[config.mk]
export PLATFORM = sky130hd
export DESIGN_NAME = pc_fetch_ctrl
export DESIGN_NICKNAME = d
export VERILOG_FILES = /design/src/rtl/pc_fetch_ctrl.sv
export SDC_FILE = /design/constraint.sdc
export NUM_CORES = 1
export LEC_CHECK = 0
export ABC_AREA = 1
export CORE_MARGIN = 2
export CORE_UTILIZATION = 30
export CTS_CLUSTER_SIZE = 14
export DETAILED_ROUTE_END_ITERATION = 12
export PLACE_DENSITY = 0.58
export SYNTH_ARGS = -nofsm -noshare
export SYNTH_HDL_FRONTEND = slang
export SYNTH_SLANG_ARGS = --single-unit
[constraint.sdc]
create_clock -name clk_i -period 2.2 [get_ports clk_i]
set_input_delay 0.33 -clock clk_i [delete_from_list [all_inputs] [get_ports clk_i]]
set_output_delay 0.33 -clock clk_i [all_outputs]
set_load 0.02 [all_outputs]
[src/rtl/pc_fetch_ctrl.sv]
// pc_fetch_ctrl: next-PC selection and instruction-memory request sequencing.
// Chooses among advance, hold and redirect each cycle. Tracks one outstanding
// fetch across a variable-latency memory, and flags a memory that never answers.
module pc_fetch_ctrl #(
  parameter logic [31:0] RESET_PC = 32'h0000_0000,
  parameter int unsigned TIMEOUT  = 255
) (
  input  logic        clk_i,
  input  logic        rst_i,
  input  logic [31:0] pc_i,
  output logic [31:0] pc_next_o,
  output logic        imem_req_o,
  output logic [31:0] imem_addr_o,
  input  logic        imem_ready_i,
  input  logic        stall_i,
  input  logic        branch_i,
  input  logic [31:0] branch_target_i,
  input  logic        jump_i,
  input  logic [31:0] jump_target_i,
  output logic        if_valid_o,
  output logic        flush_o,
  output logic        imem_err_o
);

  localparam logic [7:0] TMO_LIM = 8'(TIMEOUT);

  typedef enum logic [1:0] {
    ST_BOOT  = 2'd0,
    ST_FETCH = 2'd1,
    ST_WAIT  = 2'd2,
    ST_DRAIN = 2'd3
  } state_t;

  state_t      r_state;
  state_t      w_state_nxt;
  logic [31:0] r_pend_addr;
  logic [7:0]  r_tmo_cnt;
  logic        r_err;

  logic        w_redirect;
  logic [31:0] w_target;
  logic        w_pend_load;
  logic        w_tmo_active;
  logic        w_tmo_clear;
  logic        w_tmo_hit;

  // The EX-stage branch is older than the ID-stage jump, so it wins the target.
  assign w_redirect = branch_i | jump_i;
  assign w_target   = branch_i ? branch_target_i : jump_target_i;

  // The watchdog runs while a request is outstanding and restarts on each
  // fresh entry into WAIT or DRAIN (WAIT->DRAIN counts as a fresh entry).
  assign w_tmo_active = (r_state == ST_WAIT) || (r_state == ST_DRAIN);
  assign w_tmo_clear  = ((w_state_nxt == ST_WAIT) || (w_state_nxt == ST_DRAIN)) &&
                        (w_state_nxt != r_state);
  assign w_tmo_hit    = w_tmo_active &&
                        (({1'b0, r_tmo_cnt} + 9'd1) >= {1'b0, TMO_LIM});

  assign imem_err_o = r_err;

  // Next-state and all outputs, decoded combinationally from state and inputs.
  always_comb begin
    w_state_nxt = r_state;
    pc_next_o   = pc_i;
    imem_req_o  = 1'b0;
    imem_addr_o = r_pend_addr;
    if_valid_o  = 1'b0;
    flush_o     = 1'b0;
    w_pend_load = 1'b0;

    unique case (r_state)
      ST_BOOT: begin
        pc_next_o   = RESET_PC;
        w_state_nxt = ST_FETCH;
      end
      ST_FETCH: begin
        imem_addr_o = pc_i;
        if (w_redirect) begin
          pc_next_o = w_target;
          flush_o   = 1'b1;
        end else if (!stall_i) begin
          imem_req_o  = 1'b1;
          w_pend_load = 1'b1;
          if (imem_ready_i) begin
            if_valid_o = 1'b1;
            pc_next_o  = pc_i + 32'd4;
          end else begin
            w_state_nxt = ST_WAIT;
          end
        end
      end
      ST_WAIT: begin
        imem_req_o = 1'b1;
        if (w_redirect) begin
          // Redirect before the data arrives: the returning word must be dropped.
          pc_next_o   = w_target;
          flush_o     = 1'b1;
          w_state_nxt = imem_ready_i ? ST_FETCH : ST_DRAIN;
        end else if (imem_ready_i) begin
          // A stall here drops the word; the PC is held so it is refetched.
          if (!stall_i) begin
            if_valid_o = 1'b1;
            pc_next_o  = r_pend_addr + 32'd4;
          end
          w_state_nxt = ST_FETCH;
        end
      end
      ST_DRAIN: begin
        imem_req_o = 1'b1;
        if (w_redirect) begin
          pc_next_o = w_target;
          flush_o   = 1'b1;
        end
        if (imem_ready_i) begin
          w_state_nxt = ST_FETCH;
        end
      end
    endcase

    if (rst_i) begin
      w_state_nxt = ST_BOOT;
      pc_next_o   = RESET_PC;
      imem_req_o  = 1'b0;
      if_valid_o  = 1'b0;
      flush_o     = 1'b0;
      w_pend_load = 1'b0;
    end
  end

  // State, pending fetch address, watchdog counter and sticky error flag.
  always_ff @(posedge clk_i) begin
    if (rst_i) begin
      r_state     <= ST_BOOT;
      r_pend_addr <= RESET_PC;
      r_tmo_cnt   <= 8'd0;
      r_err       <= 1'b0;
    end else begin
      r_state <= w_state_nxt;
      if (w_pend_load) begin
        r_pend_addr <= pc_i;
      end
      if (w_tmo_clear) begin
        r_tmo_cnt <= 8'd0;
      end else if (w_tmo_active && (r_tmo_cnt != 8'hFF)) begin
        r_tmo_cnt <= r_tmo_cnt + 8'd1;
      end
      if (w_tmo_hit) begin
        r_err <= 1'b1;
      end
    end
  end

endmodule

==> results.cfg, run 1 <==
[clock_network]
clk_pin_slew_ns = 0.07
htree_levels = 2
cts-root-buf = clkbuf_16
cts_sinks = 43
clk_path_buf_depth = 2
cts_tree = built
cts_made_buffers = 5
clk_latency_ns = 0.31
ctsHoldBuffers = 0

[logic_synthesis]
ys_types = 40
syn-cell-area_um2 = 5330
synthCells = 1004
avgSynthCellArea_um2 = 5.31
yosys_register_bits = 43
seq_area_frac_synth_pct = 16.2
syn_nets = 1115
synth_warnings = 0

[sta]
finalHoldViolCount = 0
max_slew_margin_pct = 73.8
rsz0062_at_grt = true
tightest_slew_ns = 0.393
final_max_slew_viol_count = 0
skew_ns = 0.00978
setup_viol = 22
finalWorstSetupSlack_ns = -0.211
finalCritPeriodShare_pct = 110
fin_crit_ns = 2.41
fmax_mhz = 415

[placement]
dp_cells = 1559
place_area_um2 = 8700
io_buffers = 169
dp_hpwl_mm = 22.1
routabilityCongestion = 0.980

[detailed_routing]
drtPass1Iterations = 7
drt_iter0_markers = 785
vias_per_cell = 5.26
wirelength_mm = 29.1
antenna_left = 0
avgRoutedWirePerCell_um = 18.1
vias = 8454
drc = 0

[grt]
grt_max_degree = 30
grt_usage_pct = 29.9
grt_pass1_vias = 7594
antenna_found_initial = 0
overflow = 0
grt_pass1_wl_mm = 42.6

[floorplanning]
ioPinCount = 170
dieArea_um2 = 18800
initial_core_util_pct = 30.7
coreArea_um2 = 17400
row_count = 48
die_x_um = 137
die_y_um = 137

[critical_path]
path_max_fanout = 4
start_kind = register
arrival_ns = 2.08
startpoint = r_pend_addr[2]$_SDFFE_PP0P_
r2r_cells = 10
rr_startpoint = r_state[1]$_SDFF_PP0_
r2r_slack_ns = 0.13
end_kind = output pin
required_ns = 1.87
criticalPathCategory = register to output pin

[final_layout]
fin_area_um2 = 10100
final_common_cell = nand2_1
final_cells = 1607
area_growth_pct = 90.2
post-route-util_pct = 58.4
layout.nets = 1492
mostFrequentLayoutCells = 231 x nand2_1, 220 x buf_4, 95 x nor2_1
drive_above_1_share_pct = 40.3
insertedDiodeCount = 0

[worst_hold_path]
worstHoldPathType = input pin to register
hp-start = pc_i[13]
hold_depth = 3

[outcome]
violations = negative setup slack
status = finished, violations left

[power_and_ir_drop]
p_leak_nw = 4.34
peakVddDrop_mv = 0.271
power.density_nw_per_um2 = 280

[run]
cap_viol_max_count = 0
## worst max-delay path, stage by stage, from the launching register on
cell	delay [ns]
dfxtp_2	0.35
buf_6	0.10
ha_4	0.14
nand2_4	0.06
nor2_4	0.18
nand2_2	0.07
nor2_1	0.10
buf_4	0.14
nand2_2	0.05
o211ai_1	0.09
o21ai_1	0.09
nor2_1	0.18
nor2_1	0.07
buf_4	0.16
## worst paths after layout
path,to
min,r_pend_addr[13]$_SDFFE_PP0P_
min reg2reg,imem_err_o$_SDFFE_PP0P_
max reg2reg,r_pend_addr[15]$_SDFFE_PP0P_
max,pc_next_o[12]
## cells in the mapped netlist, drive strengths merged
master / number / area share [%]
and2: 2 / 0.23
o21bai: 1 / 0.14
dfxtp: 43 / 16
a21o: 2 / 0.28
inv: 118 / 8.3
o221a: 3 / 0.63
o221ai: 23 / 3.8
buf: 26 / 2.2
clkinv: 1 / 0.070
nand3: 101 / 9.6
o211ai: 3 / 0.42
xor2: 4 / 0.66
o22ai: 6 / 0.70
o31ai: 13 / 1.8
ha: 9 / 2.1
clkbuf: 17 / 1.2
a31oi: 5 / 0.59
o21ai: 94 / 8.8
a22oi: 6 / 0.85
nand3b: 5 / 0.70
a32oi: 2 / 0.33
or2: 1 / 0.12
a21oi: 57 / 5.4
nand4: 15 / 1.8
nand2: 284 / 20
mux2: 1 / 0.21
nor2: 154 / 12
nor3: 7 / 0.96
a311oi: 1 / 0.16
## routing by layer
layer  GRT usage [%]  share of wire (%)  up-vias
li1                -                  -     4089
met1            41.9                 43     3898
met2            48.3                 46      407
met3            4.19                8.9       60
met4            7.62                2.4        0
met5               0                  0        -
## state kept, by name, summed over array words and instances, names as in the netlist
register     cells
r_pend_addr     32
r_tmo_cnt        8
r_state          2
imem_err_o       1
## power breakdown
part           internal (W)  switching [W]  leakage [nW]
clock network      0.000427       0.000389        0.0664
registers          0.000782      0.0000186         0.362
logic              0.000562       0.000659          3.91
## kinds of logic after synthesis
group | count (synthesis) | synth area share, %
xor gates and xnor gates | 4 | 0.658
AOI/OAI and AO/OA | 216 | 23.9
and+or+nand+nor | 569 | 45.1
muxes | 1 | 0.211
DFF | 43 | 16.2
adders and majority gates | 9 | 2.11
buffers and inverters | 162 | 11.8
## through the flow
stage | hold slack [ns] | total power (W) | TNS [ns] | setup slack [ns]
floorplan | 0.443 | 0.00126 | 0 | 0.0149
global placement | 0.439 | 0.00195 | -30.46 | -0.925
detailed placement | 0.448 | 0.00195 | -31.67 | -0.957
CTS | 0.442 | 0.00280 | -1.80 | -0.201
global route | 0.358 | 0.00295 | -4.06 | -0.266
finish | 0.343 | 0.00284 | -1.96 | -0.211
## timing repair
action | CTS | global route
endpoints found under the setup margin | 67 | 57
setup buffers | 24 | 18
resized for setup | 493 | 203
pin swaps | 52 | 87
## layout make-up
| class | instances | area, um2 |
|---|---|---|
| clock buffers | 5 | 125 |
| clock inverters | 3 | 23.8 |
| fillers | 1709 | 7230 |
| inverters | 119 | 475 |
| multi-input cells | 799 | 4770 |
| flip-flops and latches | 43 | 920 |
| well taps | 225 | 282 |
| repair buffers | 413 | 3530 |
(Power assumes the default switching activity.)
==> run 2: changes to the inputs <==
--- a/config.mk
+++ b/config.mk
@@ -11,6 +11,7 @@
 export CTS_CLUSTER_SIZE = 14
 export DETAILED_ROUTE_END_ITERATION = 12
 export PLACE_DENSITY = 0.58
+export SKIP_CTS_REPAIR_TIMING = 1
 export SYNTH_ARGS = -nofsm -noshare
 export SYNTH_HDL_FRONTEND = slang
 export SYNTH_SLANG_ARGS = --single-unit
==> run 2 against run 1 <==
  * The flow still finishes with violations (negative setup slack)
  * Combinational power increased by 3%
  * Clock power increased by 0.6%
  * Register-to-register slack got worse by 0.03 ns
  * Hold slack improved by 0.019 ns
  * Largest power group unchanged
  * Utilization decreased by 0.82 points
  * Via count about the same
==> results.cfg, run 2 (synthesis results as in run 1) <==
[placement]
place_area_um2 = 8700
dp_hpwl_mm = 22.1
routabilityCongestion = 0.980
dp_cells = 1559
pre_cts_ws_ns = -0.957
io_buffers = 169

[sta]
max_slew_margin_pct = 71.5
finalCritPeriodShare_pct = 111
fmax_mhz = 409
setup_viol = 26
finalHoldViolCount = 0
fin_crit_ns = 2.44
final_max_slew_viol_count = 0
skew_ns = 0.0107
rsz0062_at_grt = true
tightest_slew_ns = 0.427
finalWorstSetupSlack_ns = -0.243

[run]
cap_viol_max_count = 0

[critical_path]
path_max_fanout = 4
r2r_end = r_pend_addr[10]$_SDFFE_PP0P_
r2r_slack_ns = 0.10
path_cells = ha_4, nand2_4, nor2_4, nand2_1, nor2_1, buf_4, nand3_1, nand2_1, o22ai_1, a21oi_2, nor2_1, buf_4
worst-path-buf-inv = 2
criticalPathCategory = register to output pin
max_stage_delay_ns = 0.37
required_ns = 1.87
arrival_ns = 2.11
cpMaxStageDelayCell = dfxtp_4
r2r_cells = 11
start_kind = register
path_delay_family = simple AND/OR/NAND/NOR gates
rr_startpoint = r_state[0]$_SDFF_PP0_
end_kind = output pin

[power_and_ir_drop]
p_total_w = 0.00288
power.density_nw_per_um2 = 289
peakVddDrop_mv = 0.269
p_seq_share_pct = 27.8
p_sw_w = 0.00108
p_int_w = 0.00180
switching_share_pct = 37.5
comb_power_share_pct = 43.8
clkPwrFrac_pct = 28.5
p_leak_nw = 4.61

[grt]
antenna_found_initial = 0
grt_max_degree = 30
grt_pass1_vias = 7164
grt_usage_pct = 28.7
overflow = 0
grt_pass1_wl_mm = 40.7

[clock_network]
clk_latency_ns = 0.31
cts_tree = built
cts_sinks = 43
htree_levels = 2
clk_pin_slew_ns = 0.08
cts-root-buf = clkbuf_16
cts_made_buffers = 5
clk_path_buf_depth = 2

[floorplanning]
die_x_um = 137
initial_core_util_pct = 30.7
ioPinCount = 170
die_y_um = 137
dieArea_um2 = 18800
coreArea_um2 = 17400
row_count = 48

[worst_hold_path]
hp-start = pc_i[13]
worstHoldPathType = input pin to register
hold_depth = 3
holdPathEnd = r_pend_addr[13]$_SDFFE_PP0P_

[detailed_routing]
drtPass1Iterations = 5
antenna_left = 0
vias = 8462
highest_layer = met4
vias_per_cell = 5.30
drt_iter0_markers = 912
wl_met1_mm = 12.9
avgRoutedWirePerCell_um = 18.2
wirelength_mm = 29.1
wl_met3_mm = 2.32
drc = 0
wl_met2_mm = 13.1

[final_layout]
area_growth_pct = 87.5
mostFrequentLayoutCells = 248 x nand2_1, 210 x buf_4, 98 x inv_1
final_cells = 1597
fin_area_um2 = 9990
top_regs = r_pend_addr x32, r_tmo_cnt x8, r_state x2
post-route-util_pct = 57.5
largest_reg_flops = 32
drive_above_1_share_pct = 36.8
layout.nets = 1482
insertedDiodeCount = 0
final_common_cell = nand2_1
regMostFlops = r_pend_addr

[outcome]
status = finished, violations left
violations = negative setup slack
==> run 2: cell count changes in the layout (fill, tap and decap cells not counted), sizes merged <==
| cell | before | now |
|---|---|---|
| clkdlybuf4s15 | 12 | 0 |
| clkbuf | 22 | 27 |
| dlymetal6s2s | 0 | 40 |
| dlygate4sd2 | 27 | 0 |
| buf | 285 | 269 |
==> run 2: how the worst max path moves through the flow <==
stage | from | to | slack [ns] | depth (start not counted)
global route | r_pend_addr[9]$_SDFFE_PP0P_ | pc_next_o[22] | -0.33 | 11
finish | r_pend_addr[3]$_SDFFE_PP0P_ | pc_next_o[20] | -0.24 | 12
detailed placement | pc_i[11] | pc_next_o[19] | -0.96 | 12
floorplan | r_state[0]$_SDFF_PP0_ | pc_next_o[9] | 0.01 | 11
CTS | pc_i[11] | pc_next_o[19] | -0.96 | 12
global placement | pc_i[11] | pc_next_o[19] | -0.93 | 12
==> run 2: per-stage QoR <==
step | hold slack [ns] | setup TNS, ns
5_1_grt | 0.355 | -5.31
4_1_cts | 0.459 | -38.55
3_3_place_gp | 0.439 | -30.46
6_report | 0.362 | -2.62
2_1_floorplan | 0.443 | 0
3_5_place_dp | 0.448 | -31.67
==> run 2: cell type report <==
class / count / area [um2]
Sequential cell: 43 / 913
Fill cell: 1690 / 7370
Multi-Input combinational cell: 799 / 4560
Tap cell: 225 / 282
Inverter: 119 / 473
Clock buffer: 5 / 125
Timing Repair Buffer: 403 / 3610
Clock inverter: 3 / 23.8
==> run 2: power groups by stage <==
stage                     Clock [W]  Sequential [W]  Combinational [W]
final                      0.000821        0.000801            0.00126
after CTS                  0.000830        0.000804            0.00113
after floorplan                   0        0.000822           0.000434
after global placement            0        0.000822            0.00113
after global routing       0.000850        0.000802            0.00134
after detailed placement          0        0.000822            0.00113
==> run 2: routing by layer <==
metal / GRT usage, % / vias to the layer above
li1: - / 4068
met1: 41.4 / 3943
met2: 45.5 / 408
met3: 3.53 / 43
met4: 6.70 / 0
met5: 0 / -
==> run 2: worst reg2reg max path, cell delays in order (launching register included) <==
cell        delay, ns
dfxtp_4          0.38
buf_6            0.11
ha_4             0.18
clkinvlp_4       0.18
buf_12           0.19
nor3_4           0.21
inv_2            0.07
buf_6            0.18
nor2_4           0.20
buf_6            0.18
nand2_1          0.07
o31ai_1          0.06
